### src/rtl/detector_alarma.sv
// Alarm-tone checker: synchronizes the buzzer tone, measures every half-period
// and reports lock, measured period and tone faults.
module detector_alarma #(
    parameter int unsigned HALF_PERIOD = 249,
    parameter int unsigned TOL         = 4,
    parameter int unsigned LOCK_COUNT  = 8,
    parameter int unsigned CNT_W       = 10
) (
    input  logic             clk,
    input  logic             reset,
    input  logic             habilita,
    input  logic             tono_in,
    output logic             tono_ok,
    output logic [CNT_W-1:0] periodo,
    output logic             periodo_valido,
    output logic             error_tono
);

    localparam int unsigned MW = $clog2(LOCK_COUNT + 1);

    localparam logic [1:0] S_IDLE    = 2'd0;
    localparam logic [1:0] S_SEEK    = 2'd1;
    localparam logic [1:0] S_MEASURE = 2'd2;
    localparam logic [1:0] S_LOCKED  = 2'd3;

    // One extra bit so cnt+1 never wraps during comparison.
    localparam logic [CNT_W:0] MEAS_MIN  = (CNT_W + 1)'(HALF_PERIOD - TOL);
    localparam logic [CNT_W:0] MEAS_MAX  = (CNT_W + 1)'(HALF_PERIOD + TOL);
    localparam logic [MW-1:0]  LOCK_MAX  = MW'(LOCK_COUNT);

    logic             s1_q, s2_q, s3_q;
    logic             flanco;
    logic [1:0]       state_q, state_d;
    logic [CNT_W-1:0] cnt_q, cnt_d;
    logic [MW-1:0]    match_q, match_d;
    logic [MW-1:0]    match_inc;
    logic [CNT_W:0]   meas;
    logic             in_range;
    logic             timeout;
    logic             ok_q, ok_d;
    logic [CNT_W-1:0] per_q, per_d;
    logic             valid_q, valid_d;
    logic             err_q, err_d;

    assign flanco    = s2_q ^ s3_q;
    assign meas      = {1'b0, cnt_q} + (CNT_W + 1)'(1);
    assign in_range  = (meas >= MEAS_MIN) && (meas <= MEAS_MAX);
    assign timeout   = (meas == MEAS_MAX + (CNT_W + 1)'(1));
    assign match_inc = match_q + MW'(1);

    always_comb begin
        state_d = state_q;
        match_d = match_q;
        ok_d    = ok_q;
        per_d   = per_q;
        valid_d = 1'b0;
        err_d   = 1'b0;
        if (flanco) begin
            cnt_d = '0;
        end else if (cnt_q != '1) begin
            cnt_d = cnt_q + CNT_W'(1);
        end else begin
            cnt_d = cnt_q;
        end

        if (!habilita) begin
            state_d = S_IDLE;
            cnt_d   = '0;
            match_d = '0;
            ok_d    = 1'b0;
            per_d   = '0;
        end else begin
            case (state_q)
                S_IDLE: begin
                    state_d = S_SEEK;
                    cnt_d   = '0;
                end
                S_SEEK: begin
                    if (flanco) begin
                        state_d = S_MEASURE;
                    end
                end
                S_MEASURE, S_LOCKED: begin
                    // An edge on the timeout cycle is measured, not timed out.
                    if (flanco) begin
                        valid_d = 1'b1;
                        per_d   = meas[CNT_W-1:0];
                        if (in_range) begin
                            if (state_q == S_MEASURE) begin
                                if (match_inc == LOCK_MAX) begin
                                    state_d = S_LOCKED;
                                    ok_d    = 1'b1;
                                end
                                match_d = match_inc;
                            end
                        end else begin
                            err_d   = 1'b1;
                            match_d = '0;
                            ok_d    = 1'b0;
                            state_d = S_MEASURE;
                        end
                    end else if (timeout) begin
                        err_d   = 1'b1;
                        match_d = '0;
                        ok_d    = 1'b0;
                        state_d = S_SEEK;
                    end
                end
                default: begin
                    state_d = S_IDLE;
                end
            endcase
        end
    end

    always_ff @(posedge clk or negedge reset) begin
        if (!reset) begin
            s1_q    <= 1'b0;
            s2_q    <= 1'b0;
            s3_q    <= 1'b0;
            state_q <= S_IDLE;
            cnt_q   <= '0;
            match_q <= '0;
            ok_q    <= 1'b0;
            per_q   <= '0;
            valid_q <= 1'b0;
            err_q   <= 1'b0;
        end else begin
            s1_q    <= tono_in;
            s2_q    <= s1_q;
            s3_q    <= s2_q;
            state_q <= state_d;
            cnt_q   <= cnt_d;
            match_q <= match_d;
            ok_q    <= ok_d;
            per_q   <= per_d;
            valid_q <= valid_d;
            err_q   <= err_d;
        end
    end

    assign tono_ok        = ok_q;
    assign periodo        = per_q;
    assign periodo_valido = valid_q;
    assign error_tono     = err_q;

endmodule
### config.mk
export PLATFORM = sky130hd
export DESIGN_NAME = detector_alarma
export DESIGN_NICKNAME = d
export VERILOG_FILES = /design/src/rtl/detector_alarma.sv
export SDC_FILE = /design/constraint.sdc
export NUM_CORES = 1
export LEC_CHECK = 0
export ABC_CLOCK_PERIOD_IN_PS = 7770
export BUFFER_PORTS_ARGS = -buffer_cell sky130_fd_sc_hd__buf_2
export CAP_MARGIN = 20
export CORE_UTILIZATION = 63
export CTS_CLUSTER_SIZE = 16
export DETAILED_ROUTE_END_ITERATION = 16
export MAX_ROUTING_LAYER = met4
export PLACE_DENSITY_LB_ADDON = 0.25
export SLEW_MARGIN = 10
export SYNTH_ARGS = -nofsm -noshare
export SYNTH_HDL_FRONTEND = slang
export SYNTH_SLANG_ARGS = --single-unit
### constraint.sdc
create_clock -name clk -period 7.77 [get_ports clk]
set_input_delay 0 -clock clk [delete_from_list [all_inputs] [get_ports clk]]
set_output_delay 0 -clock clk [all_outputs]
set_load 0.05 [all_outputs]
==> impl_metrics.tcl <==
set metrics [dict create \
    switching_share_pct 32.67 \
    ys_warn_count 0 \
    power.density_nw_per_um2 172.9 \
    ys_seq_area_share_pct 44.82 \
    cap_violations 0 \
    drtIter0Drc 92 \
    io_pins 17 \
    cpPeakStageDelay_ns 0.57 \
    grt_max_degree 33 \
    rr_startpoint "cnt_q[0]$_DFFE_PN0P_" \
    die_area_sq_um 3053 \
    numCtsBuffers 5 \
    syn_nets 199 \
    cp-end-kind "flop" \
    final-hold-violation-count 0 \
    track_usage_pct 27.71 \
    cts_tree "built" \
    grt-ovfl-total 0 \
    nets 214 \
    pwr-share-clk_pct 28.6 \
    setup_tns_ns 0 \
    grt-busiest-layer "met2" \
    gr-usage-met2_pct 42.86 \
    vias 1497 \
    cp.required_ns 8.05 \
    netSwitchingPower_w 0.0001089 \
    r2r-end "match_q[2]$_DFFE_PN0P_" \
    setup-violations-final 0 \
    cts-resized-gates 0 \
    die_h_um 55.26 \
    arrival_ns 3.09 \
    ant_nets 0 \
    outcome "completed" \
    p_comb_share_pct 16.9 \
    timing.hold.ws_ns 0.02544 \
    place.gp.congestion 0.9251 \
    dr.pass1.iters 4 \
    avgSynthCellArea_sq_um 9.355 \
    path_clk_slew_ns 0.11 \
    hold_depth 2 \
    hpwl_mm 2.685 \
    rows 18 \
    holdPathEnd "error_tono$_DFF_PN0_" \
    grt_util_met1_pct 32.35 \
    area_delta_synth_final_pct 7.843 \
    critPathLaunchType "flop" \
    start_util_pct 69.59 \
    first_global_vias 1509 \
    hp-class "in2reg" \
    final_cell_mix "32 x dfrtp_1, 30 x nand2_1, 16 x buf_2" \
    port_buffers 16 \
    via_per_inst 6.316 \
    cpMaxStageDelayCell "dfrtp_1" \
    critical_path_class "reg2reg" \
    power_leakage_nw 0.9418 \
    final_util_pct 75.05 \
    skew_ns 0.003767 \
    cts_root_buf "clkbuf_4" \
    synth-edff-count 0 \
    dp_slack_ns 5.006 \
    grt_antenna_before_repair 0 \
    grt_use_met3_pct 8.665 \
    period_share_pct 36.09 \
    drive_gt1_share_pct 16.91 \
    syn-cell-area_sq_um 1787 \
    final_common_cell "dfrtp_1" \
    crit_chain "inv_2 > ha_1 > nand4b_1 > a21oi_1 > or4_4 > a211oi_4 > or4b_1 > nand3_1" \
    clock-sinks 32 \
    p_int_w 0.0002243 \
    num_antenna_cells 0 \
    syn_inst 191 \
    clk_latency_ns 0.34 \
    fmax_mhz 356.6 \
    synth.distinct_cells 49 \
    period_needed_ns 2.805 \
    relSlewSlack_pct 52.34 \
    final_max_slew_viol_count 0 \
    wl_per_cell_um 16.38 \
    yosys_register_bits 32 \
    multi_input_area_sq_um 905.9 \
    nFillCells 195 \
    drt-total-wl_mm 3.881 \
    grt_first_pass_wirelength_mm 6.527 \
    setup_ws_ns 4.965 \
    worst_slew_pin_slew_ns 0.7148 \
    cts_buffer_depth 2 \
    rsz0062_at_grt "false" \
    synthFlopType "dfrtp_1" \
    drc 0 \
    cts.htree.levels 2 \
    coreArea_sq_um 2567 \
    ir_worst_vdd_uv 174.3 \
    seqCellArea_sq_um 800.8 \
    reg2reg_depth 8 \
    reg2reg_slack_ns 4.97 \
    p_seq_share_pct 54.5 \
    async_flop_share_pct 100.0 \
    min-delay-start "habilita" \
    cp_max_fo 10 \
    die-width_um 55.26 \
]
[how the worst max path moves through the flow]
stage	startpoint	to	slack, ns	depth (start not counted)
2_1_floorplan	cnt_q[0]$_DFFE_PN0P_	match_q[2]$_DFFE_PN0P_	5.24	9
3_3_place_gp	cnt_q[0]$_DFFE_PN0P_	match_q[3]$_DFFE_PN0P_	5.12	8
3_5_place_dp	cnt_q[0]$_DFFE_PN0P_	match_q[2]$_DFFE_PN0P_	5.01	8
4_1_cts	cnt_q[0]$_DFFE_PN0P_	match_q[2]$_DFFE_PN0P_	4.98	8
5_1_grt	cnt_q[0]$_DFFE_PN0P_	match_q[2]$_DFFE_PN0P_	4.84	8
6_report	cnt_q[0]$_DFFE_PN0P_	match_q[2]$_DFFE_PN0P_	4.97	8
[layer usage]
metal	share of wire (%)	vias up
met5	0	-
met4	3.6	0
met3	5.6	16
met2	49	64
met1	42	720
li1	-	697
[critical path: cells and delay by family, from the launching register on]
family | cells | cell delay [ns]
AOI/OAI and AO/OA | 2 | 0.45
and+or+nand+nor | 4 | 1.24
adders and majority gates | 1 | 0.39
DFF | 1 | 0.57
buffers and inverters | 1 | 0.08
[synthesized netlist by cell type (all sizes together), types with 3 or more instances]
library cell	instances	area share, %
a21boi	3	1.3
a21oi	14	4.1
and2	6	2.2
and3	3	1.1
buf	4	1.8
clkbuf	6	1.3
dfrtp	32	45
ha	4	2.8
inv	7	1.5
nand2	30	6.3
nand3	10	2.8
nand4	4	1.8
nor2	15	3.2
o211a	8	4.5
o21ai	5	1.4
xnor2	7	3.4
xor2	3	1.5
[metrics by stage]
| step | cell area (sq um) | instances | power, W |
|---|---|---|---|
| final | 1927 | 237 | 0.0003332 |
| after global routing | 1927 | 237 | 0.0003466 |
| after CTS | 1927 | 237 | 0.0003341 |
| after detailed placement | 1851 | 227 | 0.0002396 |
| after global placement | 1851 | 227 | 0.0002375 |
| after floorplan | 1787 | 191 | 0.0002258 |
[sequential cells by signal (all words and copies together), names as in the netlist, 2 cells and up]
| signal | flops |
|---|---|
| cnt_q | 10 |
| periodo | 10 |
| state_q | 2 |
| match_q | 4 |
[power by group through the flow]
stage | sequential (W) | clock, W | combinational [W]
floorplan | 0.000197 | 0 | 0.0000291
global placement | 0.000184 | 0 | 0.0000537
detailed placement | 0.000185 | 0 | 0.0000550
CTS | 0.000181 | 0.0000965 | 0.0000563
global route | 0.000183 | 0.000103 | 0.0000612
finish | 0.000182 | 0.0000953 | 0.0000563
[cells by family (layout without fill, tap and decap cells)]
group / count (synthesis) / after routing / share of synthesized area [%]
simple gates: 82 / 82 / 23.25
mux: 1 / 1 / 0.5602
xor+xnor: 10 / 10 / 4.902
flops: 32 / 32 / 44.82
buf+inv: 17 / 33 / 4.481
fa+ha+maj: 4 / 4 / 2.801
compound gates: 45 / 45 / 19.19
[final cells by class]
| cell class | count | share of cell area (%) |
|---|---|---|
| Clock buffer | 5 | 1.948 |
| Clock inverter | 3 | 0.9740 |
| Inverter | 7 | 1.364 |
| Multi-Input combinational cell | 142 | 47.01 |
| Sequential cell | 32 | 41.56 |
| Tap cell | 30 | 1.948 |
| Timing Repair Buffer | 18 | 5.195 |
[what timing repair did]
item / 4_1_cts / 5_1_grt
hold buffers: 2 / 0
buffers inserted: 0 / 0
hold endpoints to repair: 33 / 0
Note: power is estimated with default switching activity, not from simulation.
